--- config.mk ---
export PLATFORM = sky130hd
export DESIGN_NAME = decode_issue_stage
export DESIGN_NICKNAME = d
export VERILOG_FILES = /design/src/rtl/decode_issue_stage_pkg.sv /design/src/rtl/decode_issue_stage_pair_hazard_check.sv /design/src/rtl/decode_issue_stage.sv
export SDC_FILE = /design/constraint.sdc
export NUM_CORES = 1
export LEC_CHECK = 0
export CAP_MARGIN = 5
export CORE_MARGIN = 1
export CORE_UTILIZATION = 45
export CTS_BUF_LIST = sky130_fd_sc_hd__clkbuf_4
export DETAILED_ROUTE_END_ITERATION = 8
export PLACE_DENSITY = 0.7
export SLEW_MARGIN = 10
export SYNTH_ARGS = -nofsm -noshare
export SYNTH_HDL_FRONTEND = slang
export SYNTH_SLANG_ARGS = --single-unit
--- constraint.sdc ---
create_clock -name clock -period 5.2 [get_ports clock]
set_input_delay 1.04 -clock clock [delete_from_list [all_inputs] [get_ports clock]]
set_output_delay 1.04 -clock clock [all_outputs]
set_load 0.01 [all_outputs]
--- src/rtl/decode_issue_stage_pkg.sv ---
// Shared types and SPU instruction decode helpers for the decode/issue stage.
// Instructions are held as [31:0], so SPU bit k is Verilog bit 31-k.
package decode_issue_stage_pkg;

   typedef enum logic [1:0] {PIPE_NONE, PIPE_EVEN, PIPE_ODD} pipe_t;
   typedef enum logic [2:0] {FMT_NONE, FMT_RR, FMT_RRR, FMT_RI7, FMT_RI10, FMT_RI16, FMT_RI18} fmt_t;
   typedef enum logic {ST_PAIR, ST_HOLD} state_t;

   localparam logic [10:0] OPC_LNOP = 11'b00000000001;

   typedef struct packed {
      logic        valid;
      logic [31:0] inst;
      logic [31:0] pc;
   } issue_slot_t;

   typedef struct packed {
      pipe_t pipe;
      fmt_t  fmt;
      logic  wr_rt;
      logic  rd_rt;
   } op_info_t;

   typedef struct packed {
      logic       valid;
      logic [6:0] rnum;
   } dst_t;

   // Source slots: 0 = ra, 1 = rb, 2 = rc (RRR) or rt (stores/branches reading rt).
   typedef struct packed {
      logic [2:0]      valid;
      logic [2:0][6:0] rnum;
   } src_t;

   // Unrecognised opcodes go to the even pipe with no register side effects.
   function automatic op_info_t op_info(input logic [31:0] inst);
      op_info_t info;
      info = '{PIPE_EVEN, FMT_NONE, 1'b0, 1'b0};
      casez (inst[31:21])
         11'b1011???????: info = '{PIPE_ODD,  FMT_RRR,  1'b1, 1'b0};
         11'b1110???????: info = '{PIPE_EVEN, FMT_RRR,  1'b1, 1'b0};
         11'b0100001????: info = '{PIPE_EVEN, FMT_RI18, 1'b1, 1'b0};
         11'b00011100???: info = '{PIPE_EVEN, FMT_RI10, 1'b1, 1'b0};
         11'b00110100???: info = '{PIPE_ODD,  FMT_RI10, 1'b1, 1'b0};
         11'b00100100???: info = '{PIPE_ODD,  FMT_RI10, 1'b0, 1'b1};
         11'b001100110??: info = '{PIPE_ODD,  FMT_RI16, 1'b1, 1'b0};
         11'b001100100??: info = '{PIPE_ODD,  FMT_RI16, 1'b0, 1'b0};
         11'b010000001??: info = '{PIPE_EVEN, FMT_RI16, 1'b1, 1'b0};
         11'b00011000000: info = '{PIPE_EVEN, FMT_RR,   1'b1, 1'b0};
         11'b01011000100: info = '{PIPE_EVEN, FMT_RR,   1'b1, 1'b0};
         11'b01001000001: info = '{PIPE_EVEN, FMT_RR,   1'b1, 1'b0};
         11'b00111011100: info = '{PIPE_ODD,  FMT_RR,   1'b1, 1'b0};
         11'b00111000100: info = '{PIPE_ODD,  FMT_RR,   1'b1, 1'b0};
         11'b00001111000: info = '{PIPE_EVEN, FMT_RI7,  1'b1, 1'b0};
         11'b01000000001: info = '{PIPE_EVEN, FMT_NONE, 1'b0, 1'b0};
         OPC_LNOP:        info = '{PIPE_NONE, FMT_NONE, 1'b0, 1'b0};
         default: ;
      endcase
      return info;
   endfunction

   function automatic pipe_t pipe_of(input logic [31:0] inst);
      op_info_t info;
      info = op_info(inst);
      return info.pipe;
   endfunction

   function automatic dst_t dst_reg(input logic [31:0] inst);
      op_info_t info;
      dst_t     d;
      info   = op_info(inst);
      d.valid = info.wr_rt;
      d.rnum  = (info.fmt == FMT_RRR) ? inst[27:21] : inst[6:0];
      return d;
   endfunction

   function automatic src_t src_regs(input logic [31:0] inst);
      op_info_t info;
      src_t     s;
      info      = op_info(inst);
      s.rnum[0] = inst[13:7];
      s.rnum[1] = inst[20:14];
      s.rnum[2] = inst[6:0];
      case (info.fmt)
         FMT_RR:   s.valid = 3'b011;
         FMT_RRR:  s.valid = 3'b111;
         FMT_RI7:  s.valid = 3'b001;
         FMT_RI10: s.valid = {info.rd_rt, 2'b01};
         FMT_RI16: s.valid = {info.rd_rt, 2'b00};
         default:  s.valid = 3'b000;
      endcase
      return s;
   endfunction

endpackage

--- src/rtl/decode_issue_stage_pair_hazard_check.sv ---
// Combinational pipe classification and intra-pair RAW detection for a fetched pair.
module pair_hazard_check
   import decode_issue_stage_pkg::*;
(
   input  logic [31:0] first_inst,
   input  logic [31:0] second_inst,
   output pipe_t       first_pipe,
   output pipe_t       second_pipe,
   output logic        same_pipe,
   output logic        raw
);

   dst_t first_dst;
   src_t second_src;

   assign first_pipe  = pipe_of(first_inst);
   assign second_pipe = pipe_of(second_inst);
   assign first_dst   = dst_reg(first_inst);
   assign second_src  = src_regs(second_inst);

   // LNOP never occupies a pipe, so two fillers do not count as a conflict.
   assign same_pipe = (first_pipe != PIPE_NONE) && (first_pipe == second_pipe);

   always_comb begin
      raw = 1'b0;
      for (int i = 0; i < 3; i++) begin
         if (first_dst.valid && second_src.valid[i] && (second_src.rnum[i] == first_dst.rnum))
            raw = 1'b1;
      end
   end

endmodule

--- src/rtl/decode_issue_stage.sv ---
// Steers a fetched instruction pair into the even/odd issue slots, splitting it over
// two cycles on a pipe conflict or intra-pair RAW hazard.
module decode_issue_stage
   import decode_issue_stage_pkg::*;
(
   input  logic        clock,
   input  logic        reset,
   input  logic        in_valid,
   input  logic [31:0] first_inst,
   input  logic [31:0] second_inst,
   input  logic [31:0] pc_in,
   input  logic        flush,
   input  logic        ex_stall,
   output logic        stall_fetch,
   output logic        even_valid,
   output logic [31:0] even_inst,
   output logic [31:0] even_pc,
   output logic        odd_valid,
   output logic [31:0] odd_inst,
   output logic [31:0] odd_pc
);

   state_t      state, state_nxt;
   issue_slot_t buffer, buffer_nxt;
   issue_slot_t even_slot, even_nxt;
   issue_slot_t odd_slot, odd_nxt;
   issue_slot_t first_slot, second_slot;
   pipe_t       first_pipe, second_pipe, buffer_pipe;
   logic        same_pipe, raw;

   pair_hazard_check u_hazard (
      .first_inst  (first_inst),
      .second_inst (second_inst),
      .first_pipe  (first_pipe),
      .second_pipe (second_pipe),
      .same_pipe   (same_pipe),
      .raw         (raw)
   );

   assign first_slot  = '{1'b1, first_inst, pc_in};
   assign second_slot = '{1'b1, second_inst, pc_in + 32'd4};
   assign buffer_pipe = pipe_of(buffer.inst);

   // Slot contents default to all-zero so an unused slot never carries stale or X data.
   always_comb begin
      even_nxt   = '0;
      odd_nxt    = '0;
      buffer_nxt = buffer;
      state_nxt  = state;
      case (state)
         ST_HOLD: begin
            if (buffer_pipe == PIPE_ODD) odd_nxt = buffer;
            else                         even_nxt = buffer;
            buffer_nxt = '0;
            state_nxt  = ST_PAIR;
         end
         default: begin
            if (in_valid) begin
               if (first_pipe == PIPE_NONE) begin
                  if (second_pipe == PIPE_ODD)       odd_nxt  = second_slot;
                  else if (second_pipe == PIPE_EVEN) even_nxt = second_slot;
               end else if ((second_pipe == PIPE_NONE) || same_pipe || raw) begin
                  if (first_pipe == PIPE_ODD) odd_nxt  = first_slot;
                  else                        even_nxt = first_slot;
                  if (second_pipe != PIPE_NONE) begin
                     buffer_nxt = second_slot;
                     state_nxt  = ST_HOLD;
                  end
               end else if (first_pipe == PIPE_ODD) begin
                  odd_nxt  = first_slot;
                  even_nxt = second_slot;
               end else begin
                  even_nxt = first_slot;
                  odd_nxt  = second_slot;
               end
            end
         end
      endcase
   end

   // Flush outranks ex_stall: killed work must not be frozen in the slots.
   always_ff @(posedge clock or negedge reset) begin
      if (!reset) begin
         state     <= ST_PAIR;
         buffer    <= '0;
         even_slot <= '0;
         odd_slot  <= '0;
      end else if (flush) begin
         state     <= ST_PAIR;
         buffer    <= '0;
         even_slot <= '0;
         odd_slot  <= '0;
      end else if (!ex_stall) begin
         state     <= state_nxt;
         buffer    <= buffer_nxt;
         even_slot <= even_nxt;
         odd_slot  <= odd_nxt;
      end
   end

   assign stall_fetch = !flush && (ex_stall || (state == ST_HOLD));

   assign even_valid = even_slot.valid;
   assign even_inst  = even_slot.inst;
   assign even_pc    = even_slot.pc;
   assign odd_valid  = odd_slot.valid;
   assign odd_inst   = odd_slot.inst;
   assign odd_pc     = odd_slot.pc;

endmodule
After elaboration in Yosys (flattened, before gate mapping)
Index checks and enable logic that the tools add are counted.
- register bits: 196
- latch bits: 0
- bits in writable memories: 0
- ROM bits: 0
- input port bits: 101
- output and inout bits: 131
- word-level logic and storage cells: 144
- memories: 0
- add/subtract/negate cells: 1
- multiply operators: 0
- divide/modulo/power cells: 0
- $lt $le $gt $ge: 0
- equal/unequal tests: 64
- shift-type cells: 0
- multiplexer cells: 43
- bitwise logic cells: 0
- reductions and logical operators: 26
- operators by type and width (kind ; count):
    65-bit two-way mux ; 26
    7-bit one-hot mux with 13 select lines ; 3
    64-bit two-way mux ; 2
    11-bit by 10-bit equality test with 1-bit output, second input constant ; 6
    11-bit by 9-bit equality test with 1-bit output, second input constant ; 6
    9-bit by 7-bit equality test with 1-bit output, second input constant ; 6
    8-bit by 6-bit equality test with 1-bit output, second input constant ; 6
    11-bit by 1-bit equality test with 1-bit output, second input constant ; 3
    11-bit by 7-bit equality test with 1-bit output, second input constant ; 3
    11-bit by 8-bit equality test with 1-bit output, second input constant ; 3
    32-bit by 3-bit adder with 32-bit output, second input constant ; 1
    9-bit by 8-bit equality test with 1-bit output, second input constant ; 3
    4-bit equality test, second input constant ; 6
    8-bit by 5-bit equality test with 1-bit output, second input constant ; 3
    7-bit by 6-bit equality test with 1-bit output, second input constant ; 3
    7-bit equality test ; 3
    3-bit one-hot mux with 5 select lines ; 1
    1-bit two-way mux ; 10
    3-bit by 2-bit equality test with 1-bit output, second input constant ; 3
    3-bit nonzero test ; 3
    3-bit OR reduction ; 3
    1-bit logical AND ; 8
    7-bit two-way mux ; 1
    2-bit equality test, second input constant ; 3
    other kinds (12) ; 19

Logic depth before layout (Yosys ltp)
Gate-level depths: netlist (run 1).
- depth after elaboration: 17
- gate-level depth with buffers: 13
- gate-level depth less buffers: 10

Hierarchy
Synthesis (run 1) repeated with hierarchy kept, for this count alone.
- cells, all modules: 1278
- area total of the unflattened synthesis: 11477.3 um^2
- by module, submodules not included (module ; times used ; cells each ; area an instance (um^2) ; sequential area each (um^2)):
    decode_issue_stage ; 1 ; 1089 ; 10294.9 ; 4904.7
    pair_hazard_check ; 1 ; 189 ; 1182.4 ; 0.0

Worst setup path before layout (run 1)
Ideal clock, no wire load.
- path kind: input to register
- start point: input first_inst[30]
- end point: register buffer[32] in the netlist's numbering
- setup time: 0.121 ns
- data arrival time: 3.229 ns
- required time: 5.079 ns
- slack: 1.850 ns
- cell stages on the path: 13
- path buffers: 4
- path through: buf_6 > xnor2_2 > nor2_2 > buf_4 > nor4_1 > a21oi_1 > nor4_2 > o31ai_4 > a21oi_2 > o31ai_2 > buf_6 > buf_6 > a22o_1
- longest elaborated chain between the ends: 13
- elaborated cells on any way between the ends: 42
- those cells by class: 22 x eq/ne; 5 x mux; 15 x reduce/logical
- RTL lines (element ; RTL line ; text):
    start: declaration ; decode_issue_stage.sv:9 ; input logic [31:0] first_inst,
    11-bit by 8-bit equality test with 1-bit output (tied with other cells) ; decode_issue_stage_pkg.sv:39 ; casez (inst[31:21])
    3-bit OR reduction (no source line) or 2-bit OR reduction (tied branches) ; -- ;
    7-bit one-hot mux with 13 select lines * ; decode_issue_stage_pkg.sv:39 ;
    3-bit by 2-bit equality test with 1-bit output ; decode_issue_stage_pkg.sv:73 ; d.rnum = (info.fmt == FMT_RRR) ? inst[27:21] : inst[6:0];
    7-bit two-way mux ; decode_issue_stage_pkg.sv:73 ;
    7-bit equality test ; decode_issue_stage_pair_hazard_check.sv:27 ; if (first_dst.valid && second_src.valid[i] && (second_src.rnum[i] == first_dst.rnum))
    1-bit logical AND ; decode_issue_stage_pair_hazard_check.sv:27 ;
    1-bit two-way mux (3 in series) ; decode_issue_stage_pair_hazard_check.sv:27 ;
    1-bit logical OR ; decode_issue_stage.sv:62 ; end else if ((second_pipe == PIPE_NONE) || same_pipe || raw) begin
    3-bit nonzero test (no source line) ; -- ;
    5-bit AND reduction (no source line) * ; -- ;
    end signal: assignment ; decode_issue_stage.sv:95 ; buffer <= buffer_nxt;
    end: declaration ; decode_issue_stage.sv:24 ; issue_slot_t buffer, buffer_nxt;
Mark *: on every way between the ends. The rest lies on a longest branch, timed or not.
A chain may end at the register's enable or synchronous reset.

Worst setup path after layout (run 1)
- start point: input first_inst[31]
- end point: register buffer[60] in the netlist's numbering
The elaborated chain is that of the path after synthesis.

==> flow_metrics.env, run 1 <==
export IMPL_critPathBufInv=2
export IMPL_min_period_ns=4.21
export IMPL_finalSetupTns_ns=0
export IMPL_area_delta_synth_final_pct=23.0
export IMPL_cts_path_max_buffers=2
export IMPL_synthXorXnorAreaFrac_pct=3.77
export IMPL_die_w_um=170
export IMPL_vias=13400
export IMPL_tritoncts="done"
export IMPL_post_drt_wl_per_cell_um=25.2
export IMPL_netlist_cell_type_count=92
export IMPL_core_area_um2=27800
export IMPL_rows=61
export IMPL_crit_path_end_kind="flip-flop"
export IMPL_grt_overflow_total=0
export IMPL_required_ns=5.76
export IMPL_die_h_um=170
export IMPL_postCtsResizedCells=0
export IMPL_viasPerCell=6.64
export IMPL_hold_slack_ns=0.484
export IMPL_dp_cells=1978
export IMPL_antenna_found_initial=1
export IMPL_grt_pass1_wl_um=77600
export IMPL_slew_headroom_pct=27.2
export IMPL_dieArea_um2=29000
export IMPL_finClkSkew_ns=0.0388
export IMPL_synth_top_family_by_area="compound AO/OA/AOI/OAI gates"
export IMPL_synth_area_per_cell_um2=8.73
export IMPL_grt_max_degree=101
export IMPL_final_hold_viol_count=0
export IMPL_path_cells="clkdlybuf4s50_1, nand2_1, nor2_2, mux2i_1, xnor2_1, nor4_2, o31ai_4, a21oi_2, o31ai_4, buf_4, a22o_1"
export IMPL_outcome="finished clean"
export IMPL_cts_sinks=196
export IMPL_power_density_nw_per_um2=217
export IMPL_track_usage_pct=35.2
export IMPL_crit_type="in2reg"
export IMPL_synth_compound_area_share_pct=33.7
export IMPL_first_global_vias=13000
export IMPL_h_tree_depth=4
export IMPL_peakVddDrop_v=0.000120
export IMPL_layout_nets=1724
export IMPL_fmaxAchievable_ghz=0.237
export IMPL_final_cells=2012
export IMPL_finalPower_uw=3400
export IMPL_postCtsSetupRepairBufs=0
export IMPL_crit_fanout=17
export IMPL_drive_gt1_share_pct=8.64
export IMPL_drt_iter0_drc=1606
export IMPL_crit_family="compound AO/OA/AOI/OAI gates"
export IMPL_syn_nets=1564
export IMPL_synth_async_reset_ratio_pct=100
export IMPL_critPathSlowestCell="o31ai_4"
export IMPL_hp_class="in2async"
export IMPL_yosys_area_share_simple_pct=16.3
export IMPL_ys_seq_elements=196
export IMPL_startpoint_type="input pin"
export IMPL_crit_path_max_incr_delay_ns=0.66
export IMPL_synth_area_leaders="dfrtp_1 38%, nand2_1 4.7%, a22o_1 3.8%, o21ai_0 3.3%, a21oi_1 3.1%"
export IMPL_synth_top_flop_cell="dfrtp_1"
export IMPL_final_common_cell="clkdlybuf4s50_1"
export IMPL_setup_viol_count_final=0
export IMPL_drc=0
export IMPL_antenna_left=0
export IMPL_synth_yosys_seq_area_share_pct=38.5
export IMPL_clk_latency_ns=0.64
export IMPL_dp_hpwl_um=34900
export IMPL_numCtsBuffers=17
export IMPL_port_buffers=231
export IMPL_synth_area_mux_share_pct=0.471
export IMPL_crit_arrival_ns=4.77
export IMPL_final_cell_mix="229 x clkdlybuf4s50_1, 195 x dfrtp_1, 159 x nand2_1, 83 x o21ai_0, 78 x a21oi_1"
export IMPL_p_leak_uw=0.00613
export IMPL_rsz0062_at_grt="no"
export IMPL_synth_fa_ha_area_share_pct=0.393
export IMPL_cpMostUsedCell="o31ai_4"
export IMPL_wl_um=50700
export IMPL_synth_area_um2=12700
export IMPL_dr_pass1_iters=5
export IMPL_maxSlewViolCount=0
export IMPL_n_fill_cell=2599
export IMPL_synth_edf_count=0
export IMPL_maxCapViolCount=0
export IMPL_min_period_over_period_pct=81.0
export IMPL_yosys_area_top_type_share_pct=38.5
export IMPL_max_slew_worst_pin_slew_ns=1.09
export IMPL_start_util_pct=45.9
export IMPL_gp_congestion=0.943
export IMPL_synth_cells=1459
export IMPL_ios=232
export IMPL_cts_root_buf="clkbuf_4"
export IMPL_synth_top_area_cell="dfrtp_1"
export IMPL_cts_hold_buf=0
export IMPL_yosys_warnings=0
export IMPL_clk_pin_slew_ns=0.19
## registers in the layout, indices dropped and copies added, names as in the netlist
register	count
odd_pc	32
even_valid	1
even_pc	32
even_inst	32
buffer	65
state	1
odd_inst	32
odd_valid	1
## worst reg2reg max path: stages, from the launching register on
cell and delay, ns:
dfrtp_1 0.47, nand4bb_1 0.18, mux2i_1 0.10, a221oi_1 0.78, o21ai_0 0.36, buf_4 0.30, nor2_4 0.78, buf_4 0.35
a22oi_1 0.09, o21ai_0 0.11
## Yosys cell counts (30+ instances only)
library cell	count
nor2_1	77
a22o_1	56
a22oi_1	51
inv_1	36
o211ai_1	35
o22ai_1	39
xnor2_1	37
clkbuf_1	99
nor3_1	30
a21oi_1	78
o21ai_0	83
dfrtp_1	196
nand2_1	159
nand3_1	30
## per-stage QoR
step                util [%]  instance area, um2  worst slack [ns]
floorplan                  -               12700              1.85
global placement        55.3               15400             0.500
detailed placement      55.3               15400             0.436
CTS                     56.4               15700              1.09
global route            56.4               15700             0.768
finish                  56.4               15700             0.987
## routing by layer
| metal | GRT usage [%] | vias to the layer above | routed length [um] |
|---|---|---|---|
| met5 | 0 | - | 0 |
| met4 | 14.8 | 0 | 1940 |
| met3 | 6.40 | 130 | 4320 |
| met2 | 56.3 | 819 | 23500 |
| met1 | 46.8 | 6568 | 20900 |
| li1 | - | 5847 | - |
## where the power goes
group	switching [uW]	total [uW]	internal, uW
clock	649	911	262
sequential	70.9	1670	1600
combinational	480	818	338
## final cells by class
| cell class | count | area [um2] | area share, % |
|---|---|---|---|
| antenna | 2 | 5.00 | 0.0319 |
| clock buffer | 17 | 128 | 0.814 |
| clock inverter | 15 | 171 | 1.09 |
| inverter | 37 | 139 | 0.886 |
| multi-input combinational | 1071 | 6990 | 44.6 |
| sequential | 196 | 4910 | 31.3 |
| tap | 378 | 473 | 3.02 |
| timing repair buffer | 296 | 2860 | 18.3 |
## final timing paths
| check | start | endpoint | slack (ns) | cells after the start |
|---|---|---|---|---|
| max reg2reg | buffer[53] | even_pc[0] | 1.60 | 9 |
| max | first_inst[31] | buffer[60] | 0.99 | 11 |
| min | reset | odd_pc[8] | 0.48 | 1 |
| min in group clock | odd_inst[30] | odd_inst[30] | 0.51 | 1 |
| max in group asynchronous | reset | buffer[52] | 3.67 | 2 |
| min reg2reg | odd_inst[30] | odd_inst[30] | 0.51 | 1 |
## logic make-up (layout without fill, tap and decap cells)
kind of cell,after synthesis,count (layout)
buffers and inverters,192,365
other,0,2
muxes,6,6
adders and majority gates,4,4
DFF,196,196
xor gates and xnor gates,54,54
and+or+nand+nor,418,418
AOI/OAI and AO/OA,589,589
Power figures use the tool's default switching activity.
==> run 2: changes to the inputs <==
- PLACE_DENSITY: 0.7 -> 0.73
- clock period: 5.2 -> 3.6 ns (I/O delays scaled with it)
==> run 2 against run 1 <==
  * Sequential power grew 44%
  * Combinational power rose by 63%
  * Count of clock-buffer cells in the layout is the same
  * Clock skew down 0.0041 ns
  * Via count up 5.6%
  * Critical endpoint is now even_pc[5]
  * Routed wire length increased by 1.8%
  * First-iteration DRC count increased by 17%
==> flow_metrics.env, run 2 (synthesized netlist as in run 1, its figures left out) <==
export IMPL_clk_pin_slew_ns=0.18
export IMPL_final_common_cell="clkdlybuf4s50_1"
export IMPL_cts_path_max_buffers=2
export IMPL_crit_type="in2reg"
export IMPL_p_sw_share_pct=35.0
export IMPL_final_cell_mix="229 x clkdlybuf4s50_1, 207 x buf_4, 195 x dfrtp_1, 159 x nand2_1, 83 x o21ai_0"
export IMPL_p_leak_uw=0.00694
export IMPL_vias=14100
export IMPL_first_global_vias=13800
export IMPL_port_buffers=231
export IMPL_numCtsBuffers=17
export IMPL_critPathCapture="even_pc[5]"
export IMPL_route_met2_wl_um=23400
export IMPL_cpMostUsedCell="buf_4"
export IMPL_hold_slack_ns=0.146
export IMPL_worst_r2r_setup_slack_ns=0.31
export IMPL_stdcell_area_um2=17000
export IMPL_rows=61
export IMPL_min_period_over_period_pct=95.0
export IMPL_tritoncts="done"
export IMPL_critPathLaunch="second_inst[31]"
export IMPL_wl_um=51600
export IMPL_drive_gt1_share_pct=16.8
export IMPL_top_layer="met4"
export IMPL_peakVddDrop_v=0.000186
export IMPL_crit_arrival_ns=3.93
export IMPL_grt_max_degree=86
export IMPL_die_w_um=170
export IMPL_drc=0
export IMPL_internal_power_uw=3220
export IMPL_critPathSlowestCell="clkdlybuf4s50_1"
export IMPL_clk_latency_ns=0.61
export IMPL_hp_class="in2async"
export IMPL_grt_pass1_wl_um=78900
export IMPL_slew_headroom_pct=20.9
export IMPL_power_switching_uw=1730
export IMPL_wl_met3_um=5490
export IMPL_fmaxAchievable_ghz=0.292
export IMPL_max_slew_worst_pin_slew_ns=1.18
export IMPL_met1_length_um=20200
export IMPL_core_area_um2=27800
export IMPL_gp_congestion=0.948
export IMPL_regArea_um2=4910
export IMPL_area_delta_synth_final_pct=33.4
export IMPL_maxCapViolCount=0
export IMPL_post_drt_wl_per_cell_um=23.8
export IMPL_maxSlewViolCount=0
export IMPL_placed_cell_area_um2=16700
export IMPL_start_util_pct=45.9
export IMPL_power_density_nw_per_um2=291
export IMPL_viasPerCell=6.50
export IMPL_track_usage_pct=35.7
export IMPL_dp_hpwl_um=37200
export IMPL_final_hold_viol_count=0
export IMPL_setup_viol_count_final=0
export IMPL_cts_hold_buf=0
export IMPL_path_cells="clkdlybuf4s50_1, buf_4, nor3b_4, buf_4, a41o_1, o31ai_2, a211oi_2, o31ai_4, nand3_1, buf_4, o31a_1, o211ai_1"
export IMPL_rsz0062_at_grt="no"
export IMPL_postCtsSetupRepairBufs=0
export IMPL_worstRegToRegCells=10
export IMPL_p_clk_share_pct=24.6
export IMPL_dr_pass1_iters=7
export IMPL_n_fill_cell=2457
export IMPL_finClkSkew_ns=0.0347
export IMPL_antenna_left=0
export IMPL_startpoint_type="input pin"
export IMPL_min_period_ns=3.42
export IMPL_outcome="finished clean"
export IMPL_pwr_share_seq_pct=48.6
export IMPL_cts_root_buf="clkbuf_4"
export IMPL_grt_overflow_total=0
export IMPL_crit_path_max_incr_delay_ns=0.62
export IMPL_layout_nets=1883
export IMPL_crit_path_end_kind="flip-flop"
export IMPL_cts_sinks=196
export IMPL_largest_register_ffs=65
export IMPL_antenna_found_initial=1
export IMPL_finalSetupTns_ns=0
export IMPL_postCtsResizedCells=0
export IMPL_required_ns=4.11
export IMPL_combinationalPowerShare_pct=26.8
export IMPL_multi_input_area_um2=6990
export IMPL_drt_iter0_drc=1886
export IMPL_ios=232
export IMPL_crit_fanout=6
export IMPL_h_tree_depth=4
export IMPL_r2r_start="buffer[54]"
export IMPL_die_h_um=170
export IMPL_dieArea_um2=29000
export IMPL_r2r_end="odd_valid"
export IMPL_regMostFlops="buffer"
## run 2: cell types whose count changed in the layout (fill, tap and decap cells not counted), sizes merged
cell	before	now
clkinvlp	2	1
clkinv	6	7
diode	2	1
inv	43	44
bufinv	1	0
buf	66	225
## run 2: how the worst min path moves through the flow
stage / startpoint / end / slack (ns) / cells after the start
detailed placement: buffer[23] / buffer[23] / 0.47 / 1
floorplan: reset / buffer[0] / 0.42 / 0
global route: reset / buffer[4] / 0.17 / 1
finish: reset / buffer[4] / 0.15 / 1
CTS: reset / buffer[4] / 0.16 / 1
global placement: buffer[21] / buffer[21] / 0.47 / 1
## run 2: stage by stage
step           instances  utilization (%)  total power, uW  worst slack, ns
3_3_place_gp        2137             60.2             3730           -0.390
2_1_floorplan       1459                -             3040            0.570
3_5_place_dp        2137             60.2             3750           -0.363
6_report            2170             61.2             4950            0.179
5_1_grt             2170             61.2             5130           0.0320
4_1_cts             2169             61.2             4920            0.255
## run 2: final cells by class
class	count	area share (%)
timing repair buffer	455	24.7
antenna	1	0.0147
clock buffer	17	0.751
inverter	37	0.817
clock inverter	15	0.847
tap	378	2.78
sequential	196	28.9
multi-input combinational	1071	41.2
## run 2: metal layers
layer | GRT usage, % | vias to the layer above
met3 | 6.58 | 171
met1 | 47.6 | 6707
met2 | 55.5 | 1058
met4 | 18.3 | 0
li1 | - | 6174
met5 | 0 | -
## run 2: power by group through the flow
stage	Combinational, uW	Sequential, uW	Clock [uW]
6_report	1330	2410	1220
5_1_grt	1410	2420	1300
4_1_cts	1310	2400	1210
3_5_place_dp	1310	2440	0
3_3_place_gp	1290	2440	0
2_1_floorplan	597	2440	0
## run 2: critical path, delay by kind of cell
| family | cells | cell delay [ns] |
|---|---|---|
| AND/OR/NAND/NOR | 2 | 0.39 |
| AO/OA/AOI/OAI | 6 | 1.60 |
| buffers and inverters | 4 | 1.21 |
